===== src/rtl/rot_tlul_host.sv =====
// rot_tlul_host: TL-UL register-access initiator with source-ID tracking,
// response checking, and sticky unexpected-response and timeout flags.
module rot_tlul_host #(
  parameter int MaxOutstanding = 4,
  parameter int TimeoutCycles  = 1024
) (
  input  logic        clk_i,
  input  logic        rst_ni,
  input  logic        req_valid_i,
  output logic        req_ready_o,
  input  logic        req_we_i,
  input  logic [31:0] req_addr_i,
  input  logic [31:0] req_wdata_i,
  input  logic [3:0]  req_be_i,
  output logic        rsp_valid_o,
  input  logic        rsp_ready_i,
  output logic [31:0] rsp_rdata_o,
  output logic        rsp_err_o,
  output logic [7:0]  rsp_source_o,
  output logic        a_valid_o,
  output logic [2:0]  a_opcode_o,
  output logic [2:0]  a_param_o,
  output logic [1:0]  a_size_o,
  output logic [7:0]  a_source_o,
  output logic [31:0] a_address_o,
  output logic [3:0]  a_mask_o,
  output logic [31:0] a_data_o,
  input  logic        a_ready_i,
  input  logic        d_valid_i,
  input  logic [2:0]  d_opcode_i,
  input  logic [1:0]  d_size_i,
  input  logic [7:0]  d_source_i,
  input  logic [31:0] d_data_i,
  input  logic        d_error_i,
  output logic        d_ready_o,
  output logic        busy_o,
  output logic        err_unexpected_o,
  output logic        err_timeout_o,
  input  logic        clr_err_i
);
  localparam int PW = MaxOutstanding > 1 ? $clog2(MaxOutstanding) : 1;
  localparam int CW = $clog2(TimeoutCycles + 1);
  localparam logic [2:0] PutFullData    = 3'd0;
  localparam logic [2:0] PutPartialData = 3'd1;
  localparam logic [2:0] Get            = 3'd4;
  localparam logic [2:0] AccessAck      = 3'd0;
  localparam logic [2:0] AccessAckData  = 3'd1;
  logic [PW-1:0]             ptr_q, d_idx;
  logic [MaxOutstanding-1:0] busy_q, we_q;
  logic [CW-1:0]             tmo_q;
  logic                      accept, d_fire, d_hit, d_we, unused_bits;
  // busy_q is read without bypass: a retiring entry frees up one cycle later
  assign req_ready_o = (!a_valid_o || a_ready_i) && !busy_q[ptr_q];
  assign accept      = req_valid_i && req_ready_o;
  assign d_ready_o   = !rsp_valid_o || rsp_ready_i;
  assign d_fire      = d_valid_i && d_ready_o;
  assign d_idx       = d_source_i[PW-1:0];
  assign d_hit       = d_fire && (d_source_i < 8'(MaxOutstanding)) && busy_q[d_idx];
  assign d_we        = we_q[d_idx];
  assign busy_o      = |busy_q;
  assign a_param_o   = 3'd0;
  assign unused_bits = ^{d_size_i, req_addr_i[1:0], d_source_i};
  always_ff @(posedge clk_i or negedge rst_ni) begin
    if (!rst_ni) begin
      ptr_q            <= '0;
      busy_q           <= '0;
      we_q             <= '0;
      tmo_q            <= '0;
      a_valid_o        <= 1'b0;
      a_opcode_o       <= 3'd0;
      a_size_o         <= 2'd0;
      a_source_o       <= 8'd0;
      a_address_o      <= 32'd0;
      a_mask_o         <= 4'd0;
      a_data_o         <= 32'd0;
      rsp_valid_o      <= 1'b0;
      rsp_rdata_o      <= 32'd0;
      rsp_err_o        <= 1'b0;
      rsp_source_o     <= 8'd0;
      err_unexpected_o <= 1'b0;
      err_timeout_o    <= 1'b0;
    end else begin
      if (accept) begin
        a_valid_o      <= 1'b1;
        a_opcode_o     <= !req_we_i ? Get : (req_be_i == 4'hf ? PutFullData : PutPartialData);
        a_size_o       <= 2'd2;
        a_source_o     <= 8'(ptr_q);
        a_address_o    <= {req_addr_i[31:2], 2'b00};
        a_mask_o       <= req_we_i ? req_be_i : 4'hf;
        a_data_o       <= req_we_i ? req_wdata_i : 32'd0;
        busy_q[ptr_q]  <= 1'b1;
        we_q[ptr_q]    <= req_we_i;
        ptr_q          <= (ptr_q == PW'(MaxOutstanding - 1)) ? '0 : ptr_q + 1'b1;
      end else if (a_ready_i) begin
        a_valid_o <= 1'b0;
      end
      if (d_hit) begin
        busy_q[d_idx] <= 1'b0;
        rsp_valid_o   <= 1'b1;
        rsp_rdata_o   <= d_we ? 32'd0 : d_data_i;
        rsp_err_o     <= d_error_i || (d_opcode_i != (d_we ? AccessAck : AccessAckData));
        rsp_source_o  <= d_source_i;
      end else if (rsp_ready_i) begin
        rsp_valid_o <= 1'b0;
      end
      tmo_q <= (!busy_o || d_fire) ? '0 :
               (tmo_q == CW'(TimeoutCycles)) ? tmo_q : tmo_q + 1'b1;
      err_timeout_o    <= (busy_o && !d_fire && tmo_q == CW'(TimeoutCycles - 1)) ||
                          (err_timeout_o && !clr_err_i);
      err_unexpected_o <= (d_fire && !d_hit) || (err_unexpected_o && !clr_err_i);
    end
  end
endmodule


===== config.mk =====
export PLATFORM = sky130hd
export DESIGN_NAME = rot_tlul_host
export DESIGN_NICKNAME = d
export VERILOG_FILES = /design/src/rtl/rot_tlul_host.sv
export SDC_FILE = /design/constraint.sdc
export NUM_CORES = 1
export LEC_CHECK = 0
export ABC_AREA = 1
export BUFFER_PORTS_ARGS = -buffer_cell sky130_fd_sc_hd__buf_2
export CORE_UTILIZATION = 51
export DETAILED_ROUTE_END_ITERATION = 12
export MAX_ROUTING_LAYER = met4
export PLACE_DENSITY = 0.91
export SYNTH_ARGS = -nofsm -noshare
export SYNTH_HDL_FRONTEND = slang
export SYNTH_SLANG_ARGS = --single-unit

===== constraint.sdc =====
create_clock -name clk_i -period 4.3 [get_ports clk_i]
set_input_delay 0.43 -clock clk_i [delete_from_list [all_inputs] [get_ports clk_i]]
set_output_delay 0.43 -clock clk_i [all_outputs]
set_load 0.005 [all_outputs]

Word level (Yosys, flattened, before mapping) --
Index checks and enable logic that the tools add are counted.
Operators by class: multiplexer cells 26, add/sub/neg operators 2, bitwise gates (word level) 3, reductions and logical operators 28, equal/unequal tests 6, order comparisons 5
Operator list (number):
- 32-bit two-way mux | 2
- 11-bit two-way mux | 2
- 1-bit logical AND | 12
- 4-bit two-way mux | 3
- 11-bit by 1-bit adder with 11-bit output (second input constant) | 1
- 11-bit by 10-bit equality test with 1-bit output (second input constant) | 1
- 11-bit equality test (second input constant) | 1
- 1-bit two-way mux | 11
- 8-bit by 3-bit less-than comparator with 1-bit output (second input constant) | 1
- 1-bit logical NOT | 7
- 1-bit binary-select mux with 2-bit select | 3
- 1-bit logical OR | 6
- 2-bit by 3-bit less-than comparator with 1-bit output (second input constant) | 2
- 4-bit bitwise AND | 1
- 4-bit bitwise mux | 1
- 1-bit demux with 2-bit select | 2
- 4-bit equality test (second input constant) | 1
- 2-bit by 1-bit >= comparator with 1-bit output (second input constant) | 2
- 4-bit inverter | 1
- 4-bit bitwise OR | 1
- 2-bit nonzero test | 2
- 4-bit OR reduction | 1
- 3-bit two-way mux | 1
- 3-bit by 1-bit != test with 1-bit output | 1
- 4 further kinds | 4
Storage, ports and cells: logic and storage cells 87, input bits 122, output and inout port bits 132, register bits 138

Longest topological paths before layout --
Gate-level depths: netlist (run 1).
depth in word-level cells 8, depth in mapped cells 10, depth with buffers taken out 9

Worst setup path after synthesis (run 1) --
Ideal clock, no wire load.
kind input -> register, start point input d_source_i[0], end point register rsp_rdata_o[10], required time 4234 ps, library setup time 66 ps, path slack 2862 ps, cell stages on the path 10, arrival time 1372 ps, buffers on the path 2, path through buf_4 > inv_1 > nand3_1 > nand2_1 > nor2_2 > nand2_2 > nor2_4 > buf_6 > nand2_1 > nand2_1
Between the ends: longest elaborated chain between the ends 3, elaborated cells on any way between the ends 8, classes of those cells order compare (1); mux (5); reduce/logical (2)
Ends and longest elaborated chain:
- from (decl) | RTL line 32 | input logic [7:0] d_source_i,
- 8-bit by 3-bit less-than comparator with 1-bit output, or another cell as far along | RTL line 58 | assign d_hit = d_fire && (d_source_i < 8'(MaxOutstanding)) && busy_q[d_idx];
- 1-bit logical AND, or another cell as far along | RTL line 58
- 1-bit logical AND or 32-bit two-way mux (tied branches) | RTL line 58, 100
- to (signal assigned) | RTL line 100 | rsp_rdata_o <= d_we ? 32'd0 : d_data_i;
- to (decl) | RTL line 17 | output logic [31:0] rsp_rdata_o,
Parallel ways exist; a longest one is shown, timed or not. The select of a mux whose other input is x is not followed. A chain may end at the register's enable or synchronous reset.

Worst setup path in the final report (run 1) --
start point register ptr_q[0], end point register a_size_o[1]
Between the ends: longest elaborated chain between the ends 5
Ends and longest elaborated chain:
- from (decl) | RTL line 48 | logic [PW-1:0] ptr_q, d_idx;
- from (signal assigned) | RTL line 93 | ptr_q <= (ptr_q == PW'(MaxOutstanding - 1)) ? '0 : ptr_q + 1'b1;
- 1-bit binary-select mux with 2-bit select | RTL line 53 | assign req_ready_o = (!a_valid_o || a_ready_i) && !busy_q[ptr_q];
- 1-bit two-way mux (implied by the code) | RTL line 53
- 1-bit logical NOT | RTL line 53
- 1-bit logical AND | RTL line 53
- 1-bit logical AND | RTL line 54 | assign accept = req_valid_i && req_ready_o;
- to (signal assigned) | RTL line 71 | a_size_o <= 2'd0;
- to (signal assigned) | RTL line 86 | a_size_o <= 2'd2;
- to (decl) | RTL line 23 | output logic [1:0] a_size_o,
Every way passes these cells. The select of a mux whose other input is x is not followed.

==> results of run 1 <==
==> layer usage <==
metal,GRT usage (%),part of all wire [%],vias up
li1,-,-,2470
met1,29.1,41,2308
met2,45.2,52,178
met3,6.84,5.7,20
met4,9.39,1.8,0
met5,-,0,-
==> power groups by stage <==
stage,logic [W],clock network [W],registers (W)
global route,0.00131,0.00146,0.00191
global placement,0.00109,0,0.00186
finish,0.00115,0.00138,0.00187
CTS,0.00117,0.00140,0.00187
detailed placement,0.00116,0,0.00187
floorplan,0.000576,0,0.00190
==> area by class of cell <==
class / instances / area, sq um
Sequential cell: 137 / 3430
Inverter: 35 / 131
Timing Repair Buffer: 237 / 1190
Clock buffer: 21 / 449
Tap cell: 140 / 175
Multi-Input combinational cell: 466 / 1950
Clock inverter: 11 / 113
Fill cell: 865 / 3440
==> registers in the layout, summed over array words and instances, names as in the netlist <==
name              cells
a_address_o          30
a_data_o             32
a_mask_o              4
a_opcode_o            2
a_size_o              1
a_source_o            2
a_valid_o             1
busy_q                4
err_timeout_o         1
err_unexpected_o      1
ptr_q                 2
rsp_err_o             1
rsp_rdata_o          32
rsp_source_o          8
rsp_valid_o           1
tmo_q                11
we_q                  4
==> cells in the mapped netlist (2+ instances only) <==
cell,instances
nand2_1,341
nor2_4,2
nand2_2,2
clkinv_1,2
nor3_1,4
nor2_1,32
clkbuf_1,8
buf_4,20
inv_1,31
nand3_1,16
nand4_1,10
a21oi_1,8
inv_2,2
ha_1,6
buf_2,3
or2_2,3
dfrtp_1,137
o21ai_0,22
buf_6,4
==> critical path, delay by kind of cell (launching register included) <==
| family | cells | cell delay [ns] |
|---|---|---|
| buf+inv | 2 | 1.15 |
| flops | 1 | 0.44 |
| simple gates | 5 | 1.46 |
==> per-stage QoR <==
step / util (%) / hold slack, ns
after floorplan: - / 0.134
after global placement: 63.2 / 0.452
after detailed placement: 63.2 / 0.457
after CTS: 68.4 / 0.00773
after global routing: 68.4 / 0.0376
final: 68.4 / -0.00527
==> worst max-delay path by stage <==
stage                       start               to  slack (ns)  depth (start not counted)
finish                   ptr_q[0]      a_size_o[1]        1.09                          7
global placement        a_ready_i      a_size_o[1]        1.10                          6
floorplan           d_source_i[0]  rsp_rdata_o[10]        2.86                         10
global route             ptr_q[0]      a_size_o[1]        0.78                          7
CTS                      ptr_q[0]      a_size_o[1]        1.08                          7
detailed placement       ptr_q[0]      a_size_o[1]        1.08                          7
==> cells by family after synthesis <==
| logic type | Yosys count | share of synthesized area [%] |
|---|---|---|
| simple gates | 414 | 29.0 |
| flops | 137 | 60.1 |
| buf+inv | 70 | 6.51 |
| compound gates | 31 | 2.76 |
| fa+ha+maj | 6 | 1.32 |
| xor+xnor | 2 | 0.307 |
| other cells | 1 | 0.0657 |
==> flow_metrics.tcl, run 1 <==
set metrics [dict create \
    synth_area_leaders "dfrtp_1, nand2_1, buf_4" \
    placed_cell_area_sq_um 6880 \
    synth_top_area_cell "dfrtp_1" \
    async_flop_share_pct 100 \
    vias 4976 \
    final_cell_area_sq_um 7440 \
    clock_path_buffers 2 \
    dieArea_sq_um 11600 \
    grt_pass1_vias 4728 \
    cp.arrival_ns 3.59 \
    viasPerCell 4.75 \
    placedCellCount 1015 \
    status "finished, violations left" \
    drc_errors 0 \
    postCtsSetupRepairBufs 0 \
    required_ns 4.68 \
    cts_hold_buffers 0 \
    cts_tree "built" \
    hold_violations 5 \
    clkLatencyLatePin_ns 0.51 \
    fin_crit_ns 3.21 \
    p_int_w 0.00295 \
    cts_buffers 17 \
    ir_drop_v 0.000402 \
    pwr-share-clk_pct 31.3 \
    fin_skew_ns 0.00987 \
    grt_pass1_wl_um 22200 \
    grt_max_degree 96 \
    ant_nets 0 \
    yosys_most_used_dff "dfrtp_1" \
    r2r_start "ptr_q[0]" \
    combPwrFrac_pct 26.2 \
    cts_resized 0 \
    netlist_instances 661 \
    drt-pass1-iter-count 4 \
    setup-tns-final_ns 0 \
    synth.avg_cell_area_sq_um 8.64 \
    seq_power_share_pct 42.5 \
    maxSlewHeadroom_pct 36.1 \
    h-tree-depth 4 \
    clock-sinks 137 \
    coreArea_sq_um 10900 \
    final_cell_mix "nand2_1, buf_2, dfrtp_1, nor2_1, inv_1" \
    antenna_found_initial 0 \
    synth_top_area_share_pct 60.1 \
    tightest_slew_ns 0.952 \
    finalPower_w 0.00440 \
    clk_pin_slew_ns 0.06 \
    yosysSeqAreaShare_pct 60.1 \
    violations "negative hold slack" \
    drive_above_1_share_pct 30.7 \
    hold_path_class "input port to async pin" \
    crit_type "flop to flop" \
    antennaDiodeCount 0 \
    p_switching_w 0.00145 \
    ioPinCount 254 \
    dp_hpwl_um 9630 \
    fmax_mhz 311 \
    synth_seq_cells 137 \
    dp_slack_ns 1.08 \
    synth_edf_count 0 \
    syn2layout_area_growth_pct 30.4 \
    setup_viol 0 \
    initial_core_util_pct 52.4 \
    yosysUniqueCellTypes 27 \
    end_kind "flop" \
    leakagePower_nw 4.44 \
    hold_slack_ns -0.00527 \
    row_count 38 \
    drv_cap 0 \
    slew_viol_final 0 \
    final_common_cell "nand2_1" \
    grtUsageTotal_pct 26.1 \
    final_cells 1047 \
    drtIter0Drc 254 \
    max_stage_delay_ns 1.02 \
    gr-total-overflow 0 \
    reg2reg_setup_slack_ns 1.09 \
    cp_slowest_cell "clkinv_1" \
    swShare_pct 32.9 \
    r2r_end "a_size_o[1]" \
    place_congestion 0.820 \
    syn_area_sq_um 5710 \
    rsz0062_at_grt "no" \
    fin_ws_ns 1.09 \
    reg2reg_depth 7 \
    min_period_over_period_pct 74.7 \
    portBuffers 236 \
    path_cells "inv_2 > nand2_1 > nand3_1 > nand2_2 > nand3_4 > clkinv_1 > or2_2" \
    setup.worst_path.start_class "flop" \
    die_x_um 108 \
    fp.dieH_um 108 \
    cts_root_buf "clkbuf_8" \
    fin_nets 1022 \
    wire_per_inst_um 13.6 \
    ys_warn_count 0 \
    worstPathMaxFanout 81 \
    p_per_area_nw_per_um2 591 \
    routed_wl_um 14200 \
]
Note: power is estimated with default switching activity, not from simulation.
==> inputs of run 2 (changes only) <==
- CORE_UTILIZATION: 51 -> 43
- PLACE_DENSITY: 0.91 -> 0.83
- clock period: 4.3 -> 2.9 ns (I/O delays scaled with it)
==> run 2 against run 1 <==
Net effect:
- the run now ends clean
- largest power group unchanged
- clock skew fell by 0.0029 ns
- combinational power increased by 47%
- hold slack better by 0.071 ns
- cell count rose by 3.6%
- total power grew 55%
==> flow_metrics.tcl, run 2 (synthesis gave the netlist of run 1 again) <==
set metrics [dict create \
    whs_endpoint "a_address_o[4]" \
    cts_buffers 17 \
    top_usage_layer "met2" \
    reg.largest.list "a_data_o (32), rsp_rdata_o (32), a_address_o (30)" \
    fin_skew_ns 0.00699 \
    h-tree-depth 4 \
    viasPerCell 4.62 \
    rsz0062_at_grt "no" \
    fin_crit_ns 1.93 \
    tightest_slew_ns 0.754 \
    fp.dieH_um 117 \
    placedCellCount 1052 \
    drive_above_1_share_pct 31.1 \
    setup_viol 0 \
    min_period_over_period_pct 66.5 \
    use_met1_pct 23.9 \
    p_per_area_nw_per_um2 894 \
    leakagePower_nw 4.53 \
    maxSlewHeadroom_pct 49.6 \
    fin_nets 1028 \
    antenna_found_initial 0 \
    portBuffers 236 \
    hold_path_depth 3 \
    cts_root_buf "clkbuf_16" \
    clkLatencyLatePin_ns 0.41 \
    syn2layout_area_growth_pct 33.9 \
    grt_max_degree 57 \
    worstPathMaxFanout 26 \
    drv_cap 0 \
    vias 5013 \
    hold_violations 0 \
    ant_nets 0 \
    cts_resized 0 \
    routed_wl_um 13400 \
    place_congestion 0.848 \
    die_x_um 117 \
    drc_errors 0 \
    grtUsageTotal_pct 20.9 \
    crit_type "flop to flop" \
    setup.worst_path.start_class "flop" \
    clock-sinks 137 \
    required_ns 3.19 \
    dieArea_sq_um 13700 \
    cts_tree "built" \
    ioPinCount 254 \
    hold_path_startpoint "req_addr_i[4]" \
    ir_drop_v 0.000544 \
    gr-total-overflow 0 \
    clock_path_buffers 2 \
    end_kind "flop" \
    grtUsageMet2_pct 33.6 \
    final_common_cell "nand2_1" \
    r2r_start "ptr_q[0]" \
    grt_pass1_vias 4560 \
    final_cell_mix "nand2_1, buf_2, dfrtp_1, nor2_1, inv_1" \
    wire_per_inst_um 12.4 \
    hold_path_class "input port to flop" \
    final_cells 1085 \
    status "finished clean" \
    setup-tns-final_ns 0 \
    reg2reg_depth 8 \
    initial_core_util_pct 44.7 \
    clk_pin_slew_ns 0.06 \
    drtIter0Drc 256 \
    coreArea_sq_um 12800 \
    antennaDiodeCount 0 \
    reg2reg_setup_slack_ns 0.97 \
    r2r_end "a_size_o[1]" \
    fmax_mhz 518 \
    drt-pass1-iter-count 4 \
    dp_hpwl_um 9480 \
    cp.arrival_ns 2.22 \
    use_met3_pct 6.80 \
    grt_pass1_wl_um 21000 \
    slew_viol_final 0 \
    row_count 41 \
]
## run 2: where the power goes
group	internal, W	switching (W)	total (W)	leakage (nW)
sequential	0.00246	0.000299	0.00276	1.75
combinational	0.000733	0.000955	0.00169	2.45
clock	0.00156	0.000825	0.00239	0.323
## run 2: what timing repair did
item                                   CTS  global route
setup endpoints to repair                0             0
endpoints found under the hold margin   54             0
hold buffers                             1             0
setup buffers                            0             0
## run 2: worst max-delay path: stages (launching register included)
cell and delay (ns):
dfrtp_1 0.44, inv_2 0.13, nand2_1 0.06, nand3_1 0.09, nand2_2 0.11, nand3_4 0.11
clkinv_1 0.25, buf_4 0.32, or2_2 0.29
## run 2: area by class of cell
cell class | count | area (sq um)
fill | 1127 | 5130
clock inverter | 13 | 216
tap | 172 | 215
sequential | 137 | 3430
timing repair buffer | 243 | 1250
clock buffer | 19 | 443
inverter | 35 | 131
multi-input combinational | 466 | 1950
## run 2: how the worst max path moves through the flow
stage,startpoint,end,slack [ns],cells past startpoint
after floorplan,ptr_q[0],a_size_o[1],1.47,7
after global placement,rsp_ready_i,rsp_err_o,0.99,8
after detailed placement,ptr_q[0],a_size_o[1],0.97,8
after CTS,ptr_q[0],a_size_o[1],0.96,8
after global routing,rsp_valid_o,err_unexpected_o,0.80,7
final,ptr_q[0],a_size_o[1],0.97,8
## run 2: through the flow
step / hold slack, ns / util, % / area, sq um / total power, W / setup WS, ns
floorplan: -0.00559 / - / 5750 / 0.00367 / 1.47
global placement: 0.284 / 54.6 / 6970 / 0.00441 / 0.994
detailed placement: 0.282 / 54.6 / 6970 / 0.00449 / 0.967
CTS: 0.0416 / 59.8 / 7640 / 0.00692 / 0.964
global route: 0.0530 / 59.8 / 7640 / 0.00731 / 0.797
finish: 0.0656 / 59.8 / 7640 / 0.00684 / 0.971
## run 2: metal layers
metal | wire [um] | part of all wire (%)
met5 | 0 | 0
met4 | 286 | 2.1
met3 | 1040 | 7.7
met2 | 6350 | 47
met1 | 5760 | 43
